--- config.mk ---
export PLATFORM = sky130hd
export DESIGN_NAME = ex_issue_controller
export DESIGN_NICKNAME = d
export VERILOG_FILES = /design/src/rtl/ex_issue_controller.sv
export SDC_FILE = /design/constraint.sdc
export NUM_CORES = 1
export LEC_CHECK = 0
export CORE_AREA = 2 2 56 58
export DETAILED_ROUTE_END_ITERATION = 8
export DIE_AREA = 0 0 58 60
export HOLD_SLACK_MARGIN = 0.15
export SYNTH_ARGS = -nofsm -noshare
export SYNTH_HDL_FRONTEND = slang
export SYNTH_SLANG_ARGS = --single-unit
--- constraint.sdc ---
create_clock -name clk -period 2.6 [get_ports clk]
set_clock_uncertainty 0.05 [all_clocks]
set_input_delay 0.65 -clock clk [delete_from_list [all_inputs] [get_ports clk]]
set_output_delay 0.65 -clock clk [all_outputs]
set_load 0.02 [all_outputs]
--- src/rtl/ex_issue_controller.sv ---
// Issue/hazard control between decode and execute: scoreboard, forwarding, stalls and branch flush.
// Optional build macro EX_ISSUE_STATS_EN adds saturating stall/forward/flush counters.
module ex_issue_controller #(
    parameter int REG_BITS     = 4,
    parameter int FLUSH_CYCLES = 2
) (
    input  logic                clk,
    input  logic                rst,
    input  logic                id_valid,
    input  logic [REG_BITS-1:0] id_rs1,
    input  logic [REG_BITS-1:0] id_rs2,
    input  logic [REG_BITS-1:0] id_rd,
    input  logic                id_wr,
    input  logic                id_load,
    input  logic [1:0]          id_sel1,
    input  logic [1:0]          id_sel2,
    input  logic                ex_branch_taken,
`ifdef EX_ISSUE_STATS_EN
    output logic [15:0]         stat_stalls,
    output logic [15:0]         stat_fwds,
    output logic [15:0]         stat_flushes,
`endif
    output logic                stall,
    output logic                flush,
    output logic                ex_valid,
    output logic [REG_BITS-1:0] ex_rd,
    output logic [1:0]          ex_aluin1,
    output logic [1:0]          ex_aluin2
);

    typedef enum logic {RUN, FLUSH} state_e;

    state_e              state_q;
    logic [2:0]          cnt_q;
    logic                ex_v_q, ex_wr_q, ex_ld_q;
    logic [REG_BITS-1:0] ex_rd_q;
    logic                mem_v_q, mem_wr_q;
    logic [REG_BITS-1:0] mem_rd_q;
    logic [1:0]          a1_q, a2_q;

    logic                run, use1, use2, exm1, exm2, memm1, memm2;
    logic                fwd1, fwd2, haz1, haz2, issue;
    logic [1:0]          sel1_d, sel2_d;

    assign run = (state_q == RUN);

    always_comb begin
        use1  = (id_sel1 == 2'b01) && (id_rs1 != '0);
        use2  = (id_sel2 == 2'b00) && (id_rs2 != '0);
        exm1  = ex_v_q && ex_wr_q && (ex_rd_q == id_rs1);
        exm2  = ex_v_q && ex_wr_q && (ex_rd_q == id_rs2);
        memm1 = mem_v_q && mem_wr_q && (mem_rd_q == id_rs1);
        memm2 = mem_v_q && mem_wr_q && (mem_rd_q == id_rs2);
        // EX match shadows an older MEM match to the same register
        fwd1  = use1 && exm1 && !ex_ld_q;
        fwd2  = use2 && exm2 && !ex_ld_q;
        haz1  = use1 && ((exm1 && ex_ld_q) || (!exm1 && memm1));
        haz2  = use2 && ((exm2 && ex_ld_q) || (!exm2 && memm2));
        sel1_d = fwd1 ? 2'b10 : id_sel1;
        sel2_d = fwd2 ? 2'b11 : id_sel2;
    end

    assign stall = rst && id_valid && run && !ex_branch_taken && (haz1 || haz2);
    assign flush = rst && !run;
    assign issue = run && id_valid && !stall && !ex_branch_taken;

    always_ff @(posedge clk) begin
        if (!rst) begin
            state_q  <= RUN;
            cnt_q    <= '0;
            ex_v_q   <= 1'b0;
            ex_wr_q  <= 1'b0;
            ex_ld_q  <= 1'b0;
            ex_rd_q  <= '0;
            mem_v_q  <= 1'b0;
            mem_wr_q <= 1'b0;
            mem_rd_q <= '0;
            a1_q     <= 2'b00;
            a2_q     <= 2'b00;
        end else begin
            mem_v_q  <= ex_v_q;
            mem_wr_q <= ex_wr_q;
            mem_rd_q <= ex_rd_q;
            ex_v_q   <= issue;
            ex_wr_q  <= issue && id_wr;
            ex_ld_q  <= issue && id_load;
            ex_rd_q  <= issue ? id_rd : '0;
            a1_q     <= issue ? sel1_d : 2'b00;
            a2_q     <= issue ? sel2_d : 2'b00;
            unique case (state_q)
                RUN: begin
                    if (ex_branch_taken) begin
                        state_q <= FLUSH;
                        cnt_q   <= 3'(FLUSH_CYCLES - 1);
                    end
                end
                FLUSH: begin
                    if (cnt_q == 3'd0) state_q <= RUN;
                    else               cnt_q   <= cnt_q - 3'd1;
                end
            endcase
        end
    end

    assign ex_valid  = ex_v_q;
    assign ex_rd     = ex_rd_q;
    assign ex_aluin1 = a1_q;
    assign ex_aluin2 = a2_q;

`ifdef EX_ISSUE_STATS_EN
    logic [15:0] st_stalls_q, st_fwds_q, st_flushes_q;

    always_ff @(posedge clk) begin
        if (!rst) begin
            st_stalls_q  <= '0;
            st_fwds_q    <= '0;
            st_flushes_q <= '0;
        end else begin
            if (stall && st_stalls_q != 16'hFFFF)
                st_stalls_q <= st_stalls_q + 16'd1;
            if (issue && (fwd1 || fwd2) && st_fwds_q != 16'hFFFF)
                st_fwds_q <= st_fwds_q + 16'd1;
            if (run && ex_branch_taken && st_flushes_q != 16'hFFFF)
                st_flushes_q <= st_flushes_q + 16'd1;
        end
    end

    assign stat_stalls  = st_stalls_q;
    assign stat_fwds    = st_fwds_q;
    assign stat_flushes = st_flushes_q;
`endif

endmodule

# Word level (Yosys, flattened, before mapping)
# Cells that the tools add are included.
# totals
ff_bits	21
output_inout_bits	11
word_cells	74
# op_classes
add_sub_neg	1
eq_ne	7
mux	8
bitwise	3
reduce_logical	43
# ops
operator	count
logical AND 1 bit	28
equality test 4 bit	4
nonzero test 4 bit	2
2-to-1 mux 3 bit	2
case mux 3 bit (2 select lines)	1
zero test 1 bit	5
2-to-1 mux 2 bit	2
!= test 2 bit (second input constant)	2
AND reduction 2 bit	2
zero test 3 bit	1
logical OR 1 bit	3
NOT 1 bit	3
OR reduction 3 bit	1
subtractor 3 x 1 -> 3 bit (second input constant)	1
equality test 2 x 1 -> 1 bit (second input constant)	1
zero test 2 bit	1
2-to-1 mux 1 bit	2
case mux 1 bit (2 select lines)	1

# Longest topological paths before layout
# logic_depth
ltp_word	13
depth_mapped	7

# Worst setup path after synthesis
# No wires, ideal clock.
# synth_path
kind	input-to-output
startpoint	in id_rs2[3]
endpoint	out stall
t_arrival_ns	1.766
setup_slack_ns	0.134
path_stages	5
path_cell_list	xor2_1 > nor4_4 > nor2_1 > a311oi_2 > and2b_1
# synth_between
elab_chain_len	8
# synth_lines
element	line_no	source
from (decl)	11	input logic [REG_BITS-1:0] id_rs2,
equality test 4 bit	51	exm2 = ex_v_q && ex_wr_q && (ex_rd_q == id_rs2);
logical AND 1 bit	51	
zero test 1 bit	58	haz2 = use2 && ((exm2 && ex_ld_q) || (!exm2 && memm2));
logical AND 1 bit	58	
logical OR 1 bit	58	
logical AND 1 bit *	58	
logical OR 1 bit *	63	assign stall = rst && id_valid && run && !ex_branch_taken && (haz1 || haz2);
logical AND 1 bit *	63	
to (decl)	23	output logic stall,
# Every way passes the cells marked *; elsewhere a longest branch is shown, timed or not.

# Worst setup path in the final report
# layout_path
startpoint	in id_rs2[1]
endpoint	out stall
# The elaborated chain is that of the path after synthesis.

==> qor.yml <==
synth:
  mappedNetlistArea_um2: 980
  synth_area_leaders: "dfxtp_1, xor2_1, and2_1, and3_1, nor4_4"
  yosysTopAreaCell: "dfxtp_1"
  syn_area_per_cell_um2: 10.1
  ys_warn_count: 0
  syn_inst: 97
  ys_seq_elements: 21
  yosysUniqueCellTypes: 28
  synth_nets: 121
  ys_seq_area_share_pct: 42.9
  synth_top_area_share_pct: 42.9
run:
  maxCapViolations: 0
detailed_routing:
  vias: 890
  wl_per_cell_um: 13.3
  drcViolationCount: 0
  postRouteAntennaNets: 0
  routed_wl_um: 2520
  drtPass1Iterations: 2
  routed_via_density: 4.71
  first_iter_violations: 10
critical_path:
  reg2regPathDepth: 11
  required_ps: 1900
  cp.buffers_inverters: 3
  cp_max_fo: 2
  crit_chain: "buf_6 > buf_6 > xor2_4 > nor4_4 > nor2_1 > a311oi_2 > and2b_1 > buf_6"
  crit_path_top_delay_cell: "nor4_4"
  criticalPathCategory: "input port to output port"
  arrival_ps: 2060
  critPathMaxStageDelay_ps: 310
  rr_endpoint: "ex_aluin1[0]"
  path_delay_family: "simple AND/OR/NAND/NOR gates"
  r2r-start: "ex_rd[0]"
  crit_path_end_kind: "output port"
  worst_setup_path_start_kind: "input port"
  r2r_slack_ps: 420
  cpMostUsedCell: "buf_6"
placement:
  place_area_um2: 1480
  dp_hpwl_um: 1830
  place_congestion: 0.811
  port_buffers: 32
timing:
  worst_pin_slew_ps: 359
  setup_tns_ps: -161
  finalSetupViolCount: 1
  fmax_mhz: 362
  hold_violations: 0
  layout_min_cycle_time_ps: 2760
  fin_ws_ps: -161
  slew_viol_final: 0
  slew_headroom_pct: 75.8
  fin_crit_sh_pct: 106
  rsz0062_at_grt: "true"
worst_hold_path:
  worstHoldEndpoint: "mem_wr_q"
  min_from: "ex_wr_q"
  holdPathStages: 1
  min-delay-path-class: "flip-flop to flip-flop"
grt:
  grt_pass1_vias: 915
  grt_use_total_pct: 16.6
  grt_pass1_wl_um: 4290
  grt_max_degree: 14
  antenna_found_initial: 0
  grt_remaining_overflow: 0
floorplanning:
  core_um2: 2900
  die_y_um: 60
  fp-row-count: 20
  die-area_um2: 3480
  die-width_um: 58
  ioPinCount: 33
  start_util_pct: 33.8
clocking:
  clockBufferDepth: 2
  clk_pin_slew_ps: 130
  cts.htree.levels: 1
  clk_latency_ps: 320
  cts_buffers: 3
  cts_tree: "done"
  clock_sinks: 21
  cts_hold_buf: 0
  cts-root-buf: "clkbuf_4"
power_and_ir_drop:
  p_leak_nw: 0.735
  ir_drop_mv: 0.281
  cellPowerDensity_nw_per_um2: 381
outcome:
  violations: "setup timing"
  status: "complete, but fails checks"
cells_and_area:
  drive_gt1_share_pct: 36.5
  nets: 181
  layout_common_cells: "clkdlybuf4s50_1, buf_4, dfxtp_1"
  areaGrowthSynthToFinish_pct: 73.3
  antenna_cells: 0
  design_area_um2: 1700
[worst register-to-register path, cell delays in order (launching register included)]
cell and delay [ps]:
dfxtp_1 450, xnor2_1 140, nand3_1 130, nor4_4 260
buf_4 150, buf_4 100, a311oi_2 100, buf_4 150
buf_4 120, buf_4 120, buf_4 150, and4_1 180
[Yosys cell counts]
library cell and n:
dfxtp_1 21, xor2_1 12, and2_1 11, and3_1 9, inv_1 4, nand2b_1 4
xnor2_1 4, nor3_1 3, clkbuf_1 2, ha_1 2, mux2i_1 2, nand3_1 2
nand3b_1 2, nand4_1 2, nor4_1 2, nor4_4 2, o22ai_1 2, a311oi_2 1
and2_0 1, and2b_1 1, and4_1 1, buf_4 1, nand2_1 1, nor2_1 1
nor2b_1 1, nor3b_1 1, nor4bb_1 1, o21ai_0 1
[sequential cells by signal (all words and copies together), names as in the netlist]
signal and cells:
ex_rd 4, mem_rd_q 4, cnt_q 3, ex_aluin1 2, ex_aluin2 2, ex_ld_q 1, ex_valid 1, ex_wr_q 1
mem_v_q 1, mem_wr_q 1, state_q 1
[routing by layer]
metal  GRT usage [%]  up-vias  wire, um
li1                -      443         -
met1            19.9      423      1040
met2            29.5       22      1340
met3            3.03        2       104
met4            5.98        0        31
met5               0        -         0
[worst max path at each step]
stage                   start    end  slack [ps]  cells after the start
finish              id_rs2[1]  stall        -160                      8
global placement    id_rs2[0]  stall        -950                      9
global route        id_rs1[3]  stall        -240                      8
detailed placement  id_rs1[0]  stall        -990                      9
floorplan           id_rs2[3]  stall         130                      5
CTS                 id_rs1[0]  stall        -240                      9
[cell type report]
class                      count  area [um^2]
clock buffer                   3         22.5
clock inverter                 1         7.51
fill                         251         1200
inverter                       4         15.0
multi-input combinational     69          663
sequential                    21          423
tap                           33         41.3
timing repair buffer          58          526
[kinds of logic (layout without fill, tap and decap cells)]
group,Yosys count,after routing,synth area share [%]
flip-flops,21,21,42.9
AND/OR/NAND/NOR,45,45,31.8
multiplexers,2,2,2.04
buffers and inverters,7,66,3.07
AO/OA/AOI/OAI,4,4,3.32
XOR/XNOR,16,16,14.3
adder cells (fa/ha/maj),2,2,2.55
[metrics by stage]
stage                     power, mW  instances  utilization (%)  setup WS [ps]  hold slack [ps]
after floorplan               0.395         97                -            134              402
after global routing          0.686        189             58.5           -244              540
after CTS                     0.645        186             56.2           -245              505
after global placement        0.465        180             51.1           -946              450
final                         0.648        189             58.5           -161              496
after detailed placement      0.468        180             51.1           -994              454
[report_power, final]
part	internal, mW	total, mW	switching [mW]
combinational	0.0816	0.140	0.0581
clock	0.0589	0.167	0.108
sequential	0.333	0.341	0.00817
[what timing repair did]
item	4_1_cts	5_1_grt
setup endpoints to repair	2	1
cloned	0	0
gates resized for setup	48	23
setup buffers	2	3
pin swaps	8	6
(Power assumes the default switching activity.)
